### src/rtl/mux_rr_arbiter_pkg.sv
// Shared constants, state encoding and helpers for the round-robin operand-mux arbiter.
package mux_rr_arbiter_pkg;

   localparam int N_REQ  = 8;
   localparam int SEL_W  = 3;
   localparam int HCNT_W = 8;

   typedef enum logic {
      ST_IDLE  = 1'b0,
      ST_GRANT = 1'b1
   } arb_state_e;

   function automatic logic [N_REQ-1:0] idx_to_onehot(input logic [SEL_W-1:0] idx);
      idx_to_onehot      = '0;
      idx_to_onehot[idx] = 1'b1;
   endfunction

endpackage

### src/rtl/mux_rr_arbiter_if.sv
// Requester-side bus of the arbiter: request lines and data words in, grant/select/data out.
interface mux_rr_arbiter_if #(
   parameter int WIDTH = 6
);
   import mux_rr_arbiter_pkg::*;

   logic [N_REQ-1:0]       REQ;
   logic [N_REQ*WIDTH-1:0] D_BUS;
   logic [N_REQ-1:0]       GNT;
   logic [SEL_W-1:0]       SEL;
   logic [WIDTH-1:0]       OUT;
   logic                   VALID;

   modport master (
      output REQ,
      output D_BUS,
      input  GNT,
      input  SEL,
      input  OUT,
      input  VALID
   );

   modport slave (
      input  REQ,
      input  D_BUS,
      output GNT,
      output SEL,
      output OUT,
      output VALID
   );

endinterface

### src/rtl/mux_rr_arbiter_rr_pick_8.sv
// Rotating-priority encoder: first set request scanning from ptr upward modulo 8,
// optionally ignoring one index (used to pass over the current holder).
module rr_pick_8
   import mux_rr_arbiter_pkg::*;
(
   input  logic [N_REQ-1:0] req_i,
   input  logic [SEL_W-1:0] ptr_i,
   input  logic             excl_en_i,
   input  logic [SEL_W-1:0] excl_idx_i,
   output logic             any_o,
   output logic [SEL_W-1:0] idx_o
);

   logic [N_REQ-1:0] masked;
   logic [SEL_W-1:0] cand;

   // Scan from the farthest offset down so the candidate closest to ptr is written last.
   always_comb begin
      masked = req_i;
      if (excl_en_i) begin
         masked[excl_idx_i] = 1'b0;
      end
      any_o = 1'b0;
      idx_o = '0;
      cand  = '0;
      for (int k = N_REQ - 1; k >= 0; k--) begin
         cand = ptr_i + SEL_W'(k);
         if (masked[cand]) begin
            any_o = 1'b1;
            idx_o = cand;
         end
      end
   end

endmodule

### src/rtl/mux_rr_arbiter.sv
// Round-robin arbiter sharing an 8:1 operand mux; registers the winner's word with VALID.
// Optional hold limit compiled in with `define ARB_HOLD_LIMIT_EN (uses MAX_HOLD).
module mux_rr_arbiter
   import mux_rr_arbiter_pkg::*;
#(
   parameter int WIDTH    = 6,
   parameter int MAX_HOLD = 4
) (
   input  logic CLK,
   input  logic RST_N,
   mux_rr_arbiter_if.slave bus
);

   if (MAX_HOLD < 1 || MAX_HOLD > (1 << HCNT_W) - 1) begin : g_bad_max_hold
      $error("mux_rr_arbiter: MAX_HOLD must lie in 1..255");
   end

   arb_state_e       state_q, state_d;
   logic [SEL_W-1:0] ptr_q, ptr_d;
   logic [N_REQ-1:0] gnt_q, gnt_d;
   logic [SEL_W-1:0] sel_q, sel_d;
   logic [WIDTH-1:0] out_q, out_d;
   logic             valid_q, valid_d;

   logic [SEL_W-1:0] next_ptr;
   logic [SEL_W-1:0] pick_ptr;
   logic [SEL_W-1:0] pick_idx;
   logic             pick_any;
   logic             excl_en;
   logic             req_g;
   logic             rel_g;
   logic             rotate;
   logic             load;
   logic             keep;
   logic             go_idle;

   // sel_q always names the current (or last) winner g.
   assign req_g    = bus.REQ[sel_q];
   assign next_ptr = sel_q + SEL_W'(1);
   assign rel_g    = (state_q == ST_GRANT) && !req_g;
   assign excl_en  = (state_q == ST_GRANT);
   assign pick_ptr = (state_q == ST_GRANT) ? next_ptr : ptr_q;

   rr_pick_8 u_pick (
      .req_i      (bus.REQ),
      .ptr_i      (pick_ptr),
      .excl_en_i  (excl_en),
      .excl_idx_i (sel_q),
      .any_o      (pick_any),
      .idx_o      (pick_idx)
   );

`ifdef ARB_HOLD_LIMIT_EN
   localparam logic [HCNT_W-1:0] HOLD_LIM = HCNT_W'(MAX_HOLD);

   logic [HCNT_W-1:0] hcnt_q, hcnt_d;

   assign rotate = (state_q == ST_GRANT) && req_g && (hcnt_q == HOLD_LIM)
                   && |(bus.REQ & ~gnt_q);

   // At the limit with nobody else waiting the holder simply restarts its count.
   always_comb begin
      hcnt_d = hcnt_q;
      if (load) begin
         hcnt_d = HCNT_W'(1);
      end else if (keep) begin
         if (hcnt_q == HOLD_LIM) begin
            hcnt_d = HCNT_W'(1);
         end else if (hcnt_q != '1) begin
            hcnt_d = hcnt_q + HCNT_W'(1);
         end
      end
   end

   always_ff @(posedge CLK or negedge RST_N) begin
      if (!RST_N) begin
         hcnt_q <= '0;
      end else begin
         hcnt_q <= hcnt_d;
      end
   end
`else
   assign rotate = 1'b0;
`endif

   always_ff @(posedge CLK or negedge RST_N) begin
      if (!RST_N) begin
         state_q <= ST_IDLE;
         ptr_q   <= '0;
         gnt_q   <= '0;
         sel_q   <= '0;
         out_q   <= '0;
         valid_q <= 1'b0;
      end else begin
         state_q <= state_d;
         ptr_q   <= ptr_d;
         gnt_q   <= gnt_d;
         sel_q   <= sel_d;
         out_q   <= out_d;
         valid_q <= valid_d;
      end
   end

   // A release (or forced rotation) re-picks from g+1 on the same edge, so no bubble.
   always_comb begin
      state_d = state_q;
      ptr_d   = ptr_q;
      load    = 1'b0;
      keep    = 1'b0;
      go_idle = 1'b0;
      case (state_q)
         ST_IDLE: begin
            if (pick_any) begin
               state_d = ST_GRANT;
               load    = 1'b1;
            end
         end
         ST_GRANT: begin
            if (rel_g || rotate) begin
               ptr_d = next_ptr;
               if (pick_any) begin
                  load = 1'b1;
               end else begin
                  state_d = ST_IDLE;
                  go_idle = 1'b1;
               end
            end else begin
               keep = 1'b1;
            end
         end
         default: begin
            state_d = ST_IDLE;
         end
      endcase
   end

   always_comb begin
      gnt_d   = gnt_q;
      sel_d   = sel_q;
      out_d   = out_q;
      valid_d = valid_q;
      if (load) begin
         gnt_d   = idx_to_onehot(pick_idx);
         sel_d   = pick_idx;
         out_d   = bus.D_BUS[int'(pick_idx) * WIDTH +: WIDTH];
         valid_d = 1'b1;
      end else if (keep) begin
         out_d = bus.D_BUS[int'(sel_q) * WIDTH +: WIDTH];
      end else if (go_idle) begin
         gnt_d   = '0;
         valid_d = 1'b0;
      end
   end

   assign bus.GNT   = gnt_q;
   assign bus.SEL   = sel_q;
   assign bus.OUT   = out_q;
   assign bus.VALID = valid_q;

endmodule

### src/flat_wrapper.sv
// flat-port wrapper written by rule: the top's interface ports become plain ports
module mux_rr_arbiter_flat import mux_rr_arbiter_pkg::*;
#(
   parameter int WIDTH    = 6,
   parameter int MAX_HOLD = 4
)
  (CLK, RST_N, bus_REQ, bus_D_BUS, bus_GNT, bus_SEL, bus_OUT, bus_VALID);
  mux_rr_arbiter_if #(.WIDTH(WIDTH)) bus_i ();
  input  logic CLK;
  input  logic RST_N;
  input wire logic [$bits(bus_i.REQ)-1:0] bus_REQ;
  input wire logic [$bits(bus_i.D_BUS)-1:0] bus_D_BUS;
  output wire logic [$bits(bus_i.GNT)-1:0] bus_GNT;
  output wire logic [$bits(bus_i.SEL)-1:0] bus_SEL;
  output wire logic [$bits(bus_i.OUT)-1:0] bus_OUT;
  output wire logic [$bits(bus_i.VALID)-1:0] bus_VALID;
  assign bus_i.REQ = bus_REQ;
  assign bus_i.D_BUS = bus_D_BUS;
  assign bus_GNT = bus_i.GNT;
  assign bus_SEL = bus_i.SEL;
  assign bus_OUT = bus_i.OUT;
  assign bus_VALID = bus_i.VALID;
  mux_rr_arbiter #(.WIDTH(WIDTH), .MAX_HOLD(MAX_HOLD)) u_core (.CLK(CLK), .RST_N(RST_N), .bus(bus_i));
endmodule
### config.mk
export PLATFORM = sky130hd
export DESIGN_NAME = mux_rr_arbiter_flat
export DESIGN_NICKNAME = d
export VERILOG_FILES = /design/src/rtl/mux_rr_arbiter_pkg.sv /design/src/rtl/mux_rr_arbiter_if.sv /design/src/rtl/mux_rr_arbiter_rr_pick_8.sv /design/src/rtl/mux_rr_arbiter.sv /design/src/flat_wrapper.sv
export SDC_FILE = /design/constraint.sdc
export NUM_CORES = 1
export LEC_CHECK = 0
export CORE_MARGIN = 3
export CORE_UTILIZATION = 40
export DETAILED_ROUTE_END_ITERATION = 6
export GPL_TIMING_DRIVEN = 0
export PLACE_DENSITY = 0.67
export SYNTH_ARGS = -nofsm -noshare
export SYNTH_HDL_FRONTEND = slang
export SYNTH_HIERARCHICAL = 1
export SYNTH_SLANG_ARGS = --single-unit
### constraint.sdc
create_clock -name CLK -period 13.63 [get_ports CLK]
set_input_delay 3.4075 -clock CLK [delete_from_list [all_inputs] [get_ports CLK]]
set_output_delay 3.4075 -clock CLK [all_outputs]
set_load 0.03 [all_outputs]
Yosys cells after proc, flatten, opt, wreduce, memory -nomap -nowiden
Cells that the tools add are included.
{ "op_classes": {"add_sub_neg": 8, "mul": 2, "magnitude_cmp": 12, "eq_ne": 1, "shifts": 2, "mux": 58, "bitwise": 3, "n_reduce_logical": 8} }
{ "op_table": {"columns": ["op", "n"], "rows": [
  ["$shiftx 48x32->6", 2],
  ["$lt 3x4->1 const B", 10],
  ["$mux 8", 4],
  ["$mux 1", 30],
  ["$bmux 1 s3", 9],
  ["$mux 3", 9],
  ["$add 3x3->3 const B", 4],
  ["$mux 6", 2],
  ["$mul 3x2->5 const B", 2],
  ["$and 8x8->8", 1],
  ["$not 8->8", 1],
  ["$add 3x1->3 const B", 2],
  ["$add 3x2->3 const B", 2],
  ["$demux 1 s3", 2],
  ["$ge 3x1->1 const B", 2],
  ["$pmux 1 s2", 2],
  ["$reduce_and 2->1", 2],
  ["$reduce_bool 2->1", 2],
  ["$logic_and 1x1->1", 3],
  ["$ne 2x1->1 const B", 1],
  ["$logic_not 1->1", 1],
  ["$not 1->1", 1]
]} }
{ "word_totals": {"regBits": 22, "out_inout_bits": 18, "wordCells": 100} }

Logic depth before layout (Yosys ltp)
{ "depth": {"ltp_word": 23, "ltp_mapped": 23, "mapped_depth_nobuf": 17} }

Modules after synthesis
The synthesis kept the hierarchy.
{ "by_module_without_submodules": {"columns": ["mod", "n_inst", "cells_per_inst", "area_per_inst_um2", "seq_area_each_um2"], "rows": [
  ["mux_rr_arbiter", 1, 230, 2043.2, 550.5],
  ["rr_pick_8", 1, 134, 1084.8, 0.0]
]} }

Least setup slack after synthesis
No wires, ideal clock.
{ "synth_path": {"path_kind": "in2reg", "startpoint": "input bus_REQ[7]", "endpoint": "register u_core.out_q[3], in the netlist u_core/bus.OUT[3]", "arrival_time_ps": 6212, "slack_ps": 7283, "path_stages": 14, "path_buffers": 2, "cell_sequence": "nor2b_1 > a32o_2 > mux4_2 > nor2b_1 > o211ai_1 > a21boi_1 > o21a_1 > clkbuf_1 > clkbuf_1 > mux2i_1 > o22ai_1 > a221o_1 > a22oi_1 > o211ai_1"} }
{ "synth_between": {"elab_cells_between_ends": 47, "cone_classes": "mul: 1; shift: 1; mux: 41; bitwise: 1; reduce/logical: 3"} }
{ "synth_rtl": {"columns": ["element", "line", "source"], "rows": [
  ["start, declared", "flat_wrapper.sv:11", "input wire logic [$bits(bus_i.REQ)-1:0] bus_REQ;"],
  ["$and 8x8->8 (no line)", null, null],
  ["$mux 8 (*)", "mux_rr_arbiter_rr_pick_8.sv:20", "if (excl_en_i) begin"],
  ["$bmux 1 s3", "mux_rr_arbiter_rr_pick_8.sv:28", "if (masked[cand]) begin"],
  ["$mux 1 (implied by the code)", "mux_rr_arbiter_rr_pick_8.sv:28", null],
  ["$mux 3 (7 in series)", "mux_rr_arbiter_rr_pick_8.sv:28", null],
  ["$mux 3 (*)", "mux_rr_arbiter_rr_pick_8.sv:28", null],
  ["via u_core.pick_idx[0]", "mux_rr_arbiter.sv:27", "logic [SEL_W-1:0] pick_idx;"],
  ["$mul 3x2->5 (*)", "mux_rr_arbiter.sv:145", "out_d = bus.D_BUS[int'(pick_idx) * WIDTH +: WIDTH];"],
  ["$shiftx 48x32->6 (*)", "mux_rr_arbiter.sv:145", null],
  ["$mux 6 (*)", "mux_rr_arbiter.sv:142", "if (load) begin"],
  ["end signal, assigned", "mux_rr_arbiter.sv:99", "out_q <= out_d;"],
  ["end, declared", "mux_rr_arbiter.sv:22", "logic [WIDTH-1:0] out_q, out_d;"]
]} }
The timed path passes the listed nets; every way through them passes the cells marked *. The select of a mux whose other input is x is not followed.
A chain may end at the register's enable or synchronous reset.

Worst setup path after layout
{ "layout_path": {"startpoint": "input bus_REQ[2]", "endpoint": "register u_core.out_q[5], in the netlist u_core/bus.OUT[5]"} }
The elaborated chain is that of the path after synthesis.

==> metrics.json <==
{
  "run_status": "complete, no violations",
  "place.gp.congestion": 0.928,
  "postSynthRegisterBits": 22,
  "grt_pass1_vias": 3209,
  "grt_start_max_net_pins": 23,
  "critical_path_class": "input pin to flip-flop",
  "grt_overflow_total": 0,
  "detail_route.wirelength_um": 9820,
  "drt.antenna.violating_nets": 0,
  "core_region_area_um2": 7410,
  "cts_clk_pin_slew_worst_paths_ns": 0.08,
  "yosys_warnings": 6,
  "rsz0062_at_grt": "false",
  "top_fanout_value_on_the_critical_path": 10,
  "worstHoldPathType": "flip-flop to flip-flop",
  "critPathArrivalTime_ns": 7.48,
  "drc": 0,
  "postSynth.topFlopCell": "dfrtp_1",
  "grt_use_total_pct": 21.8,
  "io_pins": 76,
  "initial_antenna_violation_count": 0,
  "final_count_of_pins_violating_max_slew": 0,
  "finClkSkew_ns": 0.00351,
  "worst_slew_pin_slew_ns": 0.999,
  "cell_area_after_synthesis_um2": 3130,
  "finalHoldViolations": 0,
  "synthesis.nets": 425,
  "via_count": 3356,
  "die-height_um": 94.4,
  "endpoint_kind": "flip-flop",
  "drive_gt1_share_pct": 9.71,
  "fillers": 718,
  "drt-pass1-iter-count": 5,
  "post_synthesis_area_per_instance_um2": 8.59,
  "cp_data_required_time_ns": 13.76,
  "clkSinkCount": 22,
  "dieArea_um2": 8920,
  "synth.distinct_cells": 66,
  "final_hold_slack_ns": 0.489,
  "cts_tree": "done",
  "total_neg_setup_slack_ns": 0,
  "antenna-diode-count": 0,
  "fin_crit_sh_pct": 53.9,
  "edff_count_synth": 0,
  "holdBufCountCts": 0,
  "cts_made_buffers": 3,
  "start_util_pct": 42.2,
  "clock_path_buffers": 2,
  "clock_insertion_delay_worst_skew_ns": 0.26,
  "startpoint_type": "input pin",
  "final_setup_violation_count": 0,
  "wl_per_cell_um": 18.1,
  "synth_sequential_area_ratio_pct": 17.6,
  "via_per_inst": 6.19,
  "floorplan.rows": 31,
  "rrSetupSlack_ns": 7.10,
  "area_growth_synth_to_finish_pct": 29.7,
  "detailedPlacementHpwl_um": 7740,
  "postSynthCellCount": 364,
  "timing.max_cap.violations": 0,
  "grt_first_pass_wirelength_um": 15800,
  "timing.max_slew.rel_slack_pct": 33.2,
  "place.port_buffers": 75,
  "first_iter_violations": 216,
  "post-route-min-period_ns": 7.35,
  "chipWidth_um": 94.4,
  "post_cts.repair.setup_buffers": 0,
  "cts_htree_levels": 1,
  "max_freq_ghz": 0.136,
  "cts_resized": 0,
  "postSynth.asyncResetShare_pct": 100,
  "final_net_count": 505,
  "clockRootBuffer": "clkbuf_8"
}
## registers in the layout (all words and copies together) (netlist names)
| name | cells |
|---|---|
| u_core/bus.GNT | 8 |
| u_core/bus.VALID | 1 |
| u_core/bus.OUT | 6 |
| u_core/ptr_q | 3 |
| u_core/bus.SEL | 3 |
| u_core/excl_en | 1 |
## worst max-delay path: stages
cell and delay [ns]:
clkdlybuf4s50_1 0.54, inv_1 0.07, o32ai_1 0.65, mux4_2 0.42, nor2b_1 0.14, o211ai_1 0.11
a21boi_1 0.14, o21a_1 0.11, clkbuf_1 0.31, clkbuf_1 0.57, mux2i_1 0.26, o22ai_1 0.10
a221o_1 0.32, a22oi_1 0.21, o211ai_1 0.12
## worst paths after layout
kind / to / start / cells past startpoint
max in group asynchronous: u_core/bus.OUT[3]$_DFFE_PN0P_ / RST_N / 1
hold reg to reg: u_core/ptr_q[0]$_DFFE_PN0P_ / u_core/ptr_q[0]$_DFFE_PN0P_ / 2
setup reg to reg: u_core/bus.OUT[5]$_DFFE_PN0P_ / u_core/excl_en$_DFF_PN0_ / 22
min in group asynchronous: u_core/bus.GNT[4]$_DFFE_PN0P_ / RST_N / 1
setup / recovery: u_core/bus.OUT[5]$_DFFE_PN0P_ / bus_REQ[2] / 15
hold / removal: u_core/ptr_q[0]$_DFFE_PN0P_ / u_core/ptr_q[0]$_DFFE_PN0P_ / 2
## kinds of logic (layout without fill, tap and decap cells)
logic type,count (synthesis),after routing,share of synthesized area [%]
buffers and inverters,41,120,6.20
AO/OA/AOI/OAI,138,138,32.9
AND/OR/NAND/NOR,99,99,18.4
XOR/XNOR,6,6,1.68
flip-flops,22,22,17.6
multiplexers,55,55,22.1
adder cells (fa/ha/maj),3,3,1.20
## Yosys cell counts, drive strengths merged, types with 5 or more instances
cell type / count / area, µm²
a221o: 12 / 120
and2: 6 / 37.5
and3: 13 / 81.3
nor2b: 13 / 81.3
clkbuf: 15 / 56.3
nand2: 26 / 97.6
o22ai: 14 / 87.6
dfrtp: 22 / 551
o21ai: 18 / 90.1
a21o: 5 / 37.5
mux2i: 40 / 413
mux2: 6 / 75.1
buf: 14 / 92.6
a22oi: 15 / 113
a21boi: 7 / 52.6
mux4: 9 / 203
a211oi: 11 / 87.6
o211ai: 11 / 82.6
inv: 12 / 45.0
nor2: 14 / 55.1
xnor2: 5 / 43.8
a21oi: 11 / 62.6
a32o: 8 / 82.6
o31ai: 6 / 45.0
## stage by stage
stage	std cells	util (%)	worst slack, ns	area (µm²)
3_3_place_gp	538	54.0	6.18	4000
5_1_grt	542	54.8	6.03	4060
3_5_place_dp	538	54.0	6.11	4000
2_1_floorplan	364	-	7.28	3130
6_report	542	54.8	6.28	4060
4_1_cts	542	54.8	6.36	4060
## per-layer routing
layer	share of wire (%)	routed length (µm)	track usage, %	vias to the layer above
met5	0	0	0	-
met4	0.76	75	4.45	0
met3	5.1	499	2.31	6
met2	49	4850	38.2	116
met1	45	4390	29.1	1626
li1	-	-	-	1608
## cells in the final DEF (no fill, tap or decap), types with 8 or more instances in the layout
cell type	n
nor2_1	13
o21ai_0	15
inv_1	11
a21oi_1	9
a211oi_1	10
clkdlybuf4s50_1	75
mux2i_1	39
and3_1	13
o211ai_1	11
buf_2	8
a221o_1	12
dfrtp_1	22
nand2_1	26
a22oi_1	15
clkbuf_1	15
nor2b_1	13
mux4_2	9
o22ai_1	14
## cell type report
cell class              instances  area (µm²)  share of cell area, %
well taps                      99         124                   3.05
multi-input cells             301        2380                   58.7
plain buffers                  29         149                   3.67
inverters                      12        45.0                   1.11
flip-flops and latches         22         551                   13.6
clock buffers                   4        55.1                   1.36
repair buffers                 75         751                   18.5
Power is left out: the tool's default activity adds up to more than one toggle a clock period on the data nets, which glitch-free logic cannot reach.
